**src/rtl/cskipa_serial_adder_if.sv**
```systemverilog
// Handshake bundle for cskipa_serial_adder: operand side (in_*),
// result side (out_*, sum, cout, optional ovf under CSKIPA_SERIAL_OVF_EN).
interface cskipa_serial_adder_if #(
  parameter int WIDTH = 16
);
  logic             in_valid;
  logic             in_ready;
  logic [WIDTH-1:0] i_add_term1;
  logic [WIDTH-1:0] i_add_term2;
  logic             out_valid;
  logic             out_ready;
  logic [WIDTH-1:0] sum;
  logic             cout;
`ifdef CSKIPA_SERIAL_OVF_EN
  logic             ovf;

  modport master (
    output in_valid, i_add_term1, i_add_term2, out_ready,
    input  in_ready, out_valid, sum, cout, ovf
  );
  modport slave (
    input  in_valid, i_add_term1, i_add_term2, out_ready,
    output in_ready, out_valid, sum, cout, ovf
  );
`else
  modport master (
    output in_valid, i_add_term1, i_add_term2, out_ready,
    input  in_ready, out_valid, sum, cout
  );
  modport slave (
    input  in_valid, i_add_term1, i_add_term2, out_ready,
    output in_ready, out_valid, sum, cout
  );
`endif
endinterface

```
**src/rtl/cskipa_serial_adder.sv**
```systemverilog
// Nibble-serial WIDTH-bit adder around a 4-bit carry-skip slice.
// Ports: clk, rst (sync, active-high), bus (slave modport of
// cskipa_serial_adder_if: in_valid/in_ready, i_add_term1/2,
// out_valid/out_ready, sum, cout). Macro CSKIPA_SERIAL_OVF_EN adds ovf.
module CSkipA_4bit (
  input  logic [3:0] a_i,
  input  logic [3:0] b_i,
  output logic [3:0] sum_o,
  output logic       cout_o
);
  logic [3:0] p;
  logic [3:0] g;
  logic       c1, c2, c3, c4;

  assign p  = a_i ^ b_i;
  assign g  = a_i & b_i;
  assign c1 = g[0];
  assign c2 = g[1] | (p[1] & c1);
  assign c3 = g[2] | (p[2] & c2);
  assign c4 = g[3] | (p[3] & c3);

  assign sum_o = p ^ {c3, c2, c1, 1'b0};
  // Skip path forwards the slice carry-in, which is tied to 0 here.
  assign cout_o = (&p) ? 1'b0 : c4;
endmodule

module cskipa_serial_adder #(
  parameter int WIDTH = 16
) (
  input logic                   clk,
  input logic                   rst,
  cskipa_serial_adder_if.slave  bus
);
  localparam int N  = WIDTH / 4;
  localparam int IW = (N > 1) ? $clog2(N) : 1;

  typedef enum logic [1:0] {
    IDLE = 2'd0,
    RUN  = 2'd1,
    DONE = 2'd2
  } state_e;

  state_e           state_q, state_d;
  logic [WIDTH-1:0] a_q, b_q;
  logic [WIDTH-1:0] sum_q;
  logic             cout_q;
  logic             carry_q;
  logic [IW-1:0]    idx_q;
`ifdef CSKIPA_SERIAL_OVF_EN
  logic             ovf_q;
`endif

  logic [3:0] sl_a, sl_b, sl_sum, inc_s;
  logic       sl_cout, inc_c, nxt_c, last;

  assign sl_a = a_q[{idx_q, 2'b00} +: 4];
  assign sl_b = b_q[{idx_q, 2'b00} +: 4];

  CSkipA_4bit u_slice (
    .a_i    (sl_a),
    .b_i    (sl_b),
    .sum_o  (sl_sum),
    .cout_o (sl_cout)
  );

  // Re-inject the running carry; the two carries are exclusive.
  assign {inc_c, inc_s} = {1'b0, sl_sum} + {4'b0000, carry_q};
  assign nxt_c = sl_cout | inc_c;
  assign last  = (idx_q == IW'(N - 1));

  always_ff @(posedge clk) begin
    if (rst) state_q <= IDLE;
    else     state_q <= state_d;
  end

  always_comb begin
    state_d = state_q;
    unique case (state_q)
      IDLE:    if (bus.in_valid)  state_d = RUN;
      RUN:     if (last)          state_d = DONE;
      DONE:    if (bus.out_ready) state_d = IDLE;
      default: state_d = IDLE;
    endcase
  end

  always_comb begin
    bus.in_ready  = (state_q == IDLE);
    bus.out_valid = (state_q == DONE);
  end

  always_ff @(posedge clk) begin
    if (rst) begin
      a_q     <= '0;
      b_q     <= '0;
      sum_q   <= '0;
      cout_q  <= 1'b0;
      carry_q <= 1'b0;
      idx_q   <= '0;
`ifdef CSKIPA_SERIAL_OVF_EN
      ovf_q   <= 1'b0;
`endif
    end else begin
      unique case (state_q)
        IDLE: begin
          if (bus.in_valid) begin
            a_q     <= bus.i_add_term1;
            b_q     <= bus.i_add_term2;
            sum_q   <= '0;
            cout_q  <= 1'b0;
            carry_q <= 1'b0;
            idx_q   <= '0;
`ifdef CSKIPA_SERIAL_OVF_EN
            ovf_q   <= 1'b0;
`endif
          end
        end
        RUN: begin
          sum_q[{idx_q, 2'b00} +: 4] <= inc_s;
          carry_q <= nxt_c;
          idx_q   <= idx_q + IW'(1);
          if (last) begin
            cout_q <= nxt_c;
`ifdef CSKIPA_SERIAL_OVF_EN
            ovf_q  <= (a_q[WIDTH-1] == b_q[WIDTH-1]) &&
                      (inc_s[3] != a_q[WIDTH-1]);
`endif
          end
        end
        default: ;
      endcase
    end
  end

  assign bus.sum  = sum_q;
  assign bus.cout = cout_q;
`ifdef CSKIPA_SERIAL_OVF_EN
  assign bus.ovf  = ovf_q;
`endif
endmodule
```
**src/flat_wrapper.sv**
```systemverilog
// flat-port wrapper written by rule: the top's interface ports become plain ports
module cskipa_serial_adder_flat 
#(
  parameter int WIDTH = 16
)
  (clk, rst, bus_in_valid, bus_i_add_term1, bus_i_add_term2, bus_out_ready, bus_in_ready, bus_out_valid, bus_sum, bus_cout);
  cskipa_serial_adder_if #(.WIDTH(WIDTH)) bus_i ();
  input logic clk;
  input logic rst;
  input wire logic [$bits(bus_i.in_valid)-1:0] bus_in_valid;
  input wire logic [$bits(bus_i.i_add_term1)-1:0] bus_i_add_term1;
  input wire logic [$bits(bus_i.i_add_term2)-1:0] bus_i_add_term2;
  input wire logic [$bits(bus_i.out_ready)-1:0] bus_out_ready;
  output wire logic [$bits(bus_i.in_ready)-1:0] bus_in_ready;
  output wire logic [$bits(bus_i.out_valid)-1:0] bus_out_valid;
  output wire logic [$bits(bus_i.sum)-1:0] bus_sum;
  output wire logic [$bits(bus_i.cout)-1:0] bus_cout;
  assign bus_i.in_valid = bus_in_valid;
  assign bus_i.i_add_term1 = bus_i_add_term1;
  assign bus_i.i_add_term2 = bus_i_add_term2;
  assign bus_i.out_ready = bus_out_ready;
  assign bus_in_ready = bus_i.in_ready;
  assign bus_out_valid = bus_i.out_valid;
  assign bus_sum = bus_i.sum;
  assign bus_cout = bus_i.cout;
  cskipa_serial_adder #(.WIDTH(WIDTH)) u_core (.clk(clk), .rst(rst), .bus(bus_i));
endmodule
```
**config.mk**
```make
export PLATFORM = sky130hd
export DESIGN_NAME = cskipa_serial_adder_flat
export DESIGN_NICKNAME = d
export VERILOG_FILES = /design/src/rtl/cskipa_serial_adder_if.sv /design/src/rtl/cskipa_serial_adder.sv /design/src/flat_wrapper.sv
export SDC_FILE = /design/constraint.sdc
export NUM_CORES = 1
export LEC_CHECK = 0
export CAP_MARGIN = 20
export CELL_PAD_IN_SITES_DETAIL_PLACEMENT = 0
export CELL_PAD_IN_SITES_GLOBAL_PLACEMENT = 1
export CORE_AREA = 2 2 82 84
export CTS_CLUSTER_DIAMETER = 30
export CTS_CLUSTER_SIZE = 8
export DETAILED_ROUTE_END_ITERATION = 7
export DIE_AREA = 0 0 84 86
export PLACE_DENSITY = 0.81
export SLEW_MARGIN = 25
export SYNTH_ARGS = -nofsm -noshare
export SYNTH_HDL_FRONTEND = slang
export SYNTH_SLANG_ARGS = --single-unit
```
**constraint.sdc**
```tcl
create_clock -name clk -period 7.42 [get_ports clk]
set_input_delay 1.484 -clock clk [delete_from_list [all_inputs] [get_ports clk]]
set_output_delay 1.484 -clock clk [all_outputs]
set_load 0.02 [all_outputs]
```
==> results by group, run 1 <==
Status
  • Outcome: complete, no violations

Final layout
  • Final std cells w/o fill: 402
  • Area Overhead vs Synth: 25.0%
  • Filler instances: 617
  • Fin area: 0.00317 mm²
  • Layout net count: 373
  • Share of cells above drive strength 1: 0.0769
  • Ant diodes: 0

Logic synthesis
  • Post-synth top area cell: dfxtp_1
  • Syn_nets: 329
  • Main synth FF type: dfxtp_1
  • Ys Warns: 0
  • Netlist cell types: 41
  • Synthesized area: 0.00254 mm²
  • Sequential area share after synthesis: 0.426
  • Cells after Synth: 280
  • Post-synth EDFFs: 0
  • Synth top area share: 0.426
  • Mean post-synth cell area: 9.06 µm²
  • Most numerous cell in the Yosys netlist: nand2_1
  • Post-synth ARST share: 0
  • Seq cells post-synth: 54
  • Most instantiated cells after synthesis: 68 x nand2_1, 54 x dfxtp_1, 42 x a21oi_1
  • Area contributors post-synth: dfxtp_1 43%, nand2_1 10%, a21oi_1 8.3%

STA
  • Period minus WS final: 3680 ps
  • Skew final: 11.0 ps
  • Fin worst setup slack: 3740 ps
  • Final Hold Fails: 0
  • Max-slew headroom: 0.349
  • Setup_tns: 0 ps
  • RSZ-0062 raised after global routing: false
  • # setup viols final: 0
  • Fin Hold WS: 459 ps
  • FMAX: 0.271 GHz
  • Period utilization: 0.497
  • Final Max Tran Viols: 0
  • Worst Tran Pin Value: 976 ps

Critical path
  • Flop2flop setup slack: 3740 ps
  • Critical Path Start: u_core.idx_q[0]
  • Crit path required time: 7630 ps
  • Critical path endpoint: u_core.bus.sum[15]
  • WS Path Type: flip-flop to flip-flop
  • Reg2reg end: u_core.bus.sum[15]
  • Reg2reg path depth: 9
  • Crit start category: flip-flop
  • FF-to-FF Start: u_core.idx_q[0]
  • Biggest fanout along the worst timing path: 15
  • Crit path arrival time: 3900 ps
  • Setup crit end kind: flip-flop

Drt
  • Residual DRC: 0
  • Final wirelength: 5500 µm
  • Antenna-violating nets left: 0
  • Drt initial violations: 110
  • WL per Instance: 13.7 µm
  • Detailed-router iteration count before antenna repair: 4
  • Post-DR vias/cell: 5.02
  • Vias: 2020

CTS
  • Clock sinks: 54
  • TritonCTS clock tree: built
  • Postcts setup bufs: 0
  • Worst-path clk slew: 100 ps
  • H-tree Lvls: 2
  • Clk buf depth: 2
  • CTS resizes: 0
  • Worst skew pair latency: 310 ps
  • # hold bufs at CTS: 0
  • CTS Root Cell: clkbuf_8
  • CTS Buf Count: 5

GRT
  • Global route overflow: 0
  • First-pass GRT wire length: 9470 µm
  • Largest net degree at the start of global routing: 55
  • Vias in the first global route: 2018
  • GRT Util Overall: 0.160
  • Antenna violations before repair: 0

Place
  • Placed cell areas: 0.00308 mm²
  • Gpl congestion: 0.821
  • Placed insts: 394
  • Place WS: 3710 ps
  • DP Wirelength: 3920 µm
  • Input/output buffers: 54

Pwr
  • PD cells: 182 mW/mm²
  • Leak pwr: 0.00116 µW
  • VDD IR-drop max: 0.0000915 V

Die
  • I/O pins: 55
  • Die Y: 86 µm
  • Die area: 0.00722 mm²
  • Die X-Extent: 84 µm
  • Initial core utilization: 0.404
  • Number of cell rows: 29
  • Core area: 0.00628 mm²

Job
  • Maxcap violations: 0

Hold path
  • Worst hold path class: flip-flop to flip-flop
## metal layers
| layer | GRT usage | share of wire | vias to the layer above |
|---|---|---|---|
| li1 | - | - | 1041 |
| met1 | 0.220 | 0.49 | 926 |
| met4 | 0.0352 | 0.0096 | 0 |
| met3 | 0.0308 | 0.035 | 6 |
| met5 | 0 | 0 | - |
| met2 | 0.264 | 0.46 | 47 |
## state kept, by name, indices dropped and copies added, names as in the netlist
signal	flops
u_core.a_q	16
u_core.b_q	16
u_core.bus.cout	1
u_core.bus.sum	16
u_core.carry_q	1
u_core.idx_q	2
u_core.state_q	2
## cells in the final DEF (no fill, tap or decap), types with 2 or more instances in the layout
cell / count
clkdlybuf4s50_1: 53
nor2b_1: 4
nand2_1: 68
o21ai_0: 10
a22o_1: 5
inv_1: 13
mux4_2: 8
mux2_2: 2
mux2i_1: 4
a21oi_1: 42
a22oi_1: 2
nor3_1: 3
clkbuf_8: 6
nor2_1: 6
fa_1: 3
ha_1: 10
dfxtp_1: 54
nand3_1: 6
## worst max-delay path: stages, from the launching register on
cell      delay [ps]
dfxtp_1          870
mux4_2           600
ha_1             230
fa_1             390
inv_1             80
fa_1             190
fa_1             450
nor2b_1          150
mux2i_1          320
a2bb2o_2         310
## power breakdown
part / total [µW] / switching [µW] / internal [µW]
Clock: 170 / 94.7 / 75.6
Sequential: 313 / 11.6 / 302
Combinational: 95.2 / 46.9 / 48.3
Total: 579 / 153 / 426
## how the worst min path moves through the flow
stage                    from             end  cells past startpoint
2_1_floorplan  u_core.a_q[10]  u_core.a_q[10]                      2
3_3_place_gp    u_core.b_q[3]   u_core.b_q[3]                      2
3_5_place_dp    u_core.a_q[7]   u_core.a_q[7]                      2
4_1_cts         u_core.a_q[7]   u_core.a_q[7]                      2
5_1_grt         u_core.a_q[2]   u_core.a_q[2]                      2
6_report       u_core.a_q[11]  u_core.a_q[11]                      2
## metrics by stage
| step | util | power [µW] |
|---|---|---|
| 6_report | 0.505 | 579 |
| 5_1_grt | 0.505 | 608 |
| 4_1_cts | 0.505 | 585 |
| 3_5_place_dp | 0.491 | 416 |
| 3_3_place_gp | 0.489 | 414 |
| 2_1_floorplan | - | 379 |
## cell families after synthesis
group / count (synthesis) / synth area share
AOI/OAI and AO/OA: 65 / 0.146
DFF: 54 / 0.426
buffers and inverters: 31 / 0.0621
muxes: 14 / 0.0957
xor gates and xnor gates: 1 / 0.00345
and+or+nand+nor: 102 / 0.193
adders and majority gates: 13 / 0.0730
## area by class of cell
class / count / area (µm²) / share of cell area
Clock buffer: 7 / 86.3 / 0.0272
Sequential cell: 54 / 1080 / 0.341
Clock inverter: 1 / 5.00 / 0.00158
Inverter: 13 / 48.8 / 0.0154
Multi-Input combinational cell: 195 / 1310 / 0.411
Tap cell: 77 / 96.3 / 0.0304
Timing Repair Buffer: 55 / 551 / 0.174
Note: power is estimated with default switching activity, not from simulation.
==> inputs of run 2 (changes only) <==
--- a/config.mk
+++ b/config.mk
@@ -8,12 +8,12 @@
 export CAP_MARGIN = 20
 export CELL_PAD_IN_SITES_DETAIL_PLACEMENT = 0
 export CELL_PAD_IN_SITES_GLOBAL_PLACEMENT = 1
-export CORE_AREA = 2 2 82 84
+export CORE_AREA = 2 2 85 87
 export CTS_CLUSTER_DIAMETER = 30
 export CTS_CLUSTER_SIZE = 8
 export DETAILED_ROUTE_END_ITERATION = 7
-export DIE_AREA = 0 0 84 86
-export PLACE_DENSITY = 0.81
+export DIE_AREA = 0 0 87 89
+export PLACE_DENSITY = 0.75
 export SLEW_MARGIN = 25
 export SYNTH_ARGS = -nofsm -noshare
 export SYNTH_HDL_FRONTEND = slang
==> constraint.sdc (replaced) <==
create_clock -name clk -period 3.7 [get_ports clk]
set_input_delay 0.74 -clock clk [delete_from_list [all_inputs] [get_ports clk]]
set_output_delay 0.74 -clock clk [all_outputs]
set_load 0.02 [all_outputs]
==> run 2 against run 1 <==
  * Clock power is 88% higher
  * First-iteration DRC count is 4.5% higher
  * Sequential cell count stayed put
  * Clock skew is 5.5 ps lower
  * Design area is 0.55% higher
  * Die area is 7.2% higher
  * Clock-buffer cell count is 1 lower
  * Sequential power is 99% higher
  * Non-clock buffer count is 4 higher
  * Combinational power is 110% higher
  * Register-to-register slack worse by 3300 ps
  * Critical path depth stayed put
  * Largest cell class unchanged
==> results by group, run 2 (synthesis gave the netlist of run 1 again) <==
STA
  • Worst Tran Pin Value: 765 ps
  • Final Max Tran Viols: 0
  • Final Hold Fails: 0
  • Skew final: 5.55 ps
  • FMAX: 0.304 GHz
  • Max-slew headroom: 0.489
  • Setup_tns: 0 ps
  • Period minus WS final: 3290 ps
  • # setup viols final: 0
  • Fin Hold WS: 463 ps
  • Period utilization: 0.889
  • RSZ-0062 raised after global routing: false

CTS
  • Clk buf depth: 2
  • Clock sinks: 54
  • Worst-path clk slew: 90 ps
  • H-tree Lvls: 2
  • TritonCTS clock tree: built
  • Postcts setup bufs: 0
  • CTS Buf Count: 5
  • # hold bufs at CTS: 0
  • CTS resizes: 0
  • Worst skew pair latency: 300 ps
  • CTS Root Cell: clkbuf_8

Final layout
  • Commonest non-fill, non-tap cell in the layout: nand2_1
  • Filler instances: 680
  • Reg area: 0.00108 mm²
  • Share of cells above drive strength 1: 0.0856
  • Multi-input gate area: 0.00131 mm²
  • Layout net count: 377
  • Util after Layout: 0.475
  • Fin area: 0.00319 mm²
  • Area Overhead vs Synth: 25.7%
  • Ant diodes: 0
  • Most frequent cells in the layout: 68 x nand2_1, 54 x dfxtp_1, 53 x clkdlybuf4s50_1

Critical path
  • Crit path required time: 3890 ps
  • Crit start category: flip-flop
  • Slowest CP cell: dfxtp_1
  • Top delay family on crit path: adder cells
  • Crit path cell chain: mux4_2 > ha_1 > fa_1 > inv_1 > fa_1 > fa_1 > nor2b_1 > mux2i_1 > a2bb2o_2
  • Most common cell on crit path: fa_1
  • CP bufs+invs: 1
  • Setup crit end kind: flip-flop
  • WS Path Type: flip-flop to flip-flop
  • Biggest fanout along the worst timing path: 7
  • Crit path largest cell delay: 560 ps
  • Crit path arrival time: 3480 ps

Drt
  • Antenna-violating nets left: 0
  • Final wirelength: 5520 µm
  • Detailed-router iteration count before antenna repair: 6
  • Drt initial violations: 115
  • Vias: 2033
  • Residual DRC: 0
  • WL per Instance: 13.6 µm
  • Post-DR vias/cell: 5.00

Die
  • I/O pins: 55
  • Die area: 0.00774 mm²
  • Core area: 0.00672 mm²
  • Initial core utilization: 0.378
  • Number of cell rows: 30
  • Die Y: 89 µm
  • Die X-Extent: 87 µm

Pwr
  • VDD IR-drop max: 0.000139 V
  • Leak pwr: 0.00117 µW
  • PD cells: 358 mW/mm²

GRT
  • First-pass GRT wire length: 9600 µm
  • Vias in the first global route: 2037
  • Antenna violations before repair: 0
  • Global route overflow: 0
  • GRT Util Overall: 0.157
  • Largest net degree at the start of global routing: 33

Hold path
  • Worst hold path class: flip-flop to flip-flop

Place
  • Gpl congestion: 0.808
  • Placed cell areas: 0.00311 mm²
  • Input/output buffers: 54
  • DP Wirelength: 4150 µm

Job
  • Maxcap violations: 0

Status
  • Outcome: complete, no violations
## run 2: cell count changes in the layout (fill, tap and decap cells not counted)
cell / change
buf_4: +5
clkinv_2: -1
buf_8: -1
clkbuf_1: -1
## run 2: area by class of cell
class	count	area share
Clock buffer	6	0.0259
Inverter	13	0.0153
Multi-Input combinational cell	195	0.409
Sequential cell	54	0.339
Tap cell	80	0.0314
Timing Repair Buffer	59	0.180
## run 2: where the power goes
part / total [µW] / switching (µW) / leakage (µW) / internal [µW]
Clock: 319 / 174 / 0.0000431 / 145
Sequential: 622 / 17.1 / 0.000441 / 605
Combinational: 199 / 101 / 0.000687 / 98.5
## run 2: metrics by stage
step / cells / total power, µW / setup slack (ps)
after global routing: 407 / 1200 / 170
after global placement: 401 / 835 / 468
final: 407 / 1140 / 412
after detailed placement: 401 / 837 / 422
after CTS: 407 / 1160 / 405
after floorplan: 280 / 761 / 572
## run 2: worst min-delay path: cells and delay by family (launching register included)
kind | cells | cell delay (ps)
DFF | 1 | 320
and+or+nand+nor | 1 | 50
AOI/OAI and AO/OA | 1 | 50
## run 2: worst paths after layout
kind	start	endpoint	slack (ps)	depth (start not counted)
hold / removal	u_core.a_q[10]	u_core.a_q[10]	460	2
hold reg to reg	u_core.a_q[10]	u_core.a_q[10]	460	2
setup / recovery	u_core.idx_q[0]	u_core.bus.sum[15]	410	9
setup reg to reg	u_core.idx_q[0]	u_core.bus.sum[15]	410	9
## run 2: per-layer routing
layer / track usage / routed length, µm / vias to the layer above
met2: 0.258 / 2450 / 44
met3: 0.0323 / 208 / 4
met4: 0.0256 / 33 / 0
met5: 0 / 0 / -
met1: 0.217 / 2830 / 935
li1: - / - / 1050
==> inputs of run 3 (changes only) <==
--- a/config.mk
+++ b/config.mk
@@ -6,14 +6,13 @@
 export NUM_CORES = 1
 export LEC_CHECK = 0
 export CAP_MARGIN = 20
-export CELL_PAD_IN_SITES_DETAIL_PLACEMENT = 0
-export CELL_PAD_IN_SITES_GLOBAL_PLACEMENT = 1
-export CORE_AREA = 2 2 85 87
+export CORE_AREA = 2 2 75 77
 export CTS_CLUSTER_DIAMETER = 30
 export CTS_CLUSTER_SIZE = 8
 export DETAILED_ROUTE_END_ITERATION = 7
-export DIE_AREA = 0 0 87 89
-export PLACE_DENSITY = 0.75
+export DIE_AREA = 0 0 77 79
+export GPL_TIMING_DRIVEN = 0
+export PLACE_DENSITY = 0.74
 export SLEW_MARGIN = 25
 export SYNTH_ARGS = -nofsm -noshare
 export SYNTH_HDL_FRONTEND = slang
==> run 3 against run 2 <==
  * Register-to-register slack got worse by 210 ps
  * Worst setup slack got worse by 210 ps
  * Die area fell by 21%
  * Largest power group unchanged
  * Sequential cell count did not move
==> results by group, run 3 (synthesis gave the netlist of run 1 again) <==
Drt
  • Residual DRC: 0
  • Final wirelength: 5760 µm
  • Vias: 2138
  • Detailed-router iteration count before antenna repair: 4
  • Drt initial violations: 82
  • WL per Instance: 14.0 µm
  • Post-DR vias/cell: 5.19
  • Antenna-violating nets left: 0

CTS
  • Clock sinks: 54
  • CTS Buf Count: 5
  • Clk buf depth: 2
  • H-tree Lvls: 2
  • Worst skew pair latency: 310 ps
  • Postcts setup bufs: 0
  • Worst-path clk slew: 90 ps
  • CTS Root Cell: clkbuf_8
  • TritonCTS clock tree: built

Place
  • DP Wirelength: 4380 µm
  • Gpl congestion: 0.886
  • Placed cell areas: 0.00316 mm²
  • Input/output buffers: 53

Critical path
  • FF-to-FF Start: u_core.idx_q[0]
  • Critical Path Start: u_core.idx_q[0]
  • Crit path required time: 3910 ps
  • WS Path Type: flip-flop to flip-flop
  • Biggest fanout along the worst timing path: 10
  • Crit start category: flip-flop
  • Crit path arrival time: 3710 ps
  • Setup crit end kind: flip-flop

Final layout
  • Commonest non-fill, non-tap cell in the layout: nand2_1
  • Area Overhead vs Synth: 27.6%
  • Share of cells above drive strength 1: 0.0971
  • Reg area: 0.00108 mm²
  • Filler instances: 512
  • Most frequent cells in the layout: 68 x nand2_1, 54 x dfxtp_1, 53 x clkdlybuf4s50_1
  • Ant diodes: 0
  • Multi-input gate area: 0.00130 mm²
  • Layout net count: 389
  • Util after Layout: 0.607
  • Fin area: 0.00324 mm²

GRT
  • Largest net degree at the start of global routing: 15
  • Global route overflow: 0
  • Antenna violations before repair: 0
  • GRT Util Overall: 0.205
  • Vias in the first global route: 2046
  • First-pass GRT wire length: 9780 µm

STA
  • FMAX: 0.286 GHz
  • Period utilization: 0.946
  • RSZ-0062 raised after global routing: false
  • # setup viols final: 0
  • Fin Hold WS: 458 ps
  • Skew final: 9.82 ps
  • Final Max Tran Viols: 0
  • Final Hold Fails: 0
  • Period minus WS final: 3500 ps
  • Worst Tran Pin Value: 639 ps
  • Max-slew headroom: 0.574
  • Setup_tns: 0 ps

Die
  • I/O pins: 55
  • Initial core utilization: 0.475
  • Die Y: 79 µm
  • Core area: 0.00534 mm²
  • Number of cell rows: 27
  • Die X-Extent: 77 µm
  • Die area: 0.00608 mm²

Hold path
  • Worst hold path class: flip-flop to flip-flop
  • Hold Crit Start: u_core.b_q[8]

Job
  • Maxcap violations: 0

Pwr
  • PD cells: 353 mW/mm²
  • Leak pwr: 0.00120 µW
  • VDD IR-drop max: 0.000258 V
  • Tot Pwr: 1140 µW

Status
  • Outcome: complete, no violations
-- run 3: cell types whose count changed in the layout (fill, tap and decap cells not counted) --
cell	before	now
clkbuf_8	6	5
nor3b_4	1	0
mux2i_1	4	3
clkbuf_1	0	8
buf_6	0	3
mux2i_2	0	1
nor3b_2	1	2
or3b_2	1	0
buf_2	1	6
buf_4	5	3
or3b_1	0	1
-- run 3: cell type report --
type / instances / share of cell area
buffer: 18 / 0.0336
clock buffer: 7 / 0.0236
inverter: 13 / 0.0151
multi-input combinational: 195 / 0.402
sequential: 54 / 0.334
tap: 72 / 0.0278
timing repair buffer: 53 / 0.164
-- run 3: metal layers --
layer / track usage / routed length (µm)
met1: 0.261 / 2630
met3: 0.0398 / 272
met5: 0 / 0
met4: 0.0696 / 117
met2: 0.350 / 2740
-- run 3: timing repair --
item                                    CTS  global route
resized for setup                         0             1
hold buffers                              0             0
endpoints found under the setup margin    0             1
-- run 3: worst paths after layout --
path	to	slack, ps	cells after the start
hold / removal	u_core.b_q[8]	460	2
setup reg to reg	u_core.bus.sum[15]	200	10
hold reg to reg	u_core.b_q[8]	460	2
setup / recovery	u_core.bus.sum[15]	200	10
-- run 3: report_power, final --
part           switching [µW]  internal, µW
Clock                     180           131
Combinational             108           104
Sequential               15.3           605
Total                     303           840
-- run 3: per-stage QoR --
step,instances,setup WS (ps)
final,412,201
after global routing,412,12.2
after CTS,412,110
after detailed placement,405,120
after global placement,405,191
after floorplan,280,572
-- run 3: critical path: stages (launching register included) --
cell and delay, ps:
dfxtp_1 490, buf_4 290, mux4_2 540, ha_1 230, fa_1 370, inv_1 80, fa_1 180, fa_1 470
nor2b_1 170, mux2i_2 270, a2bb2o_2 310
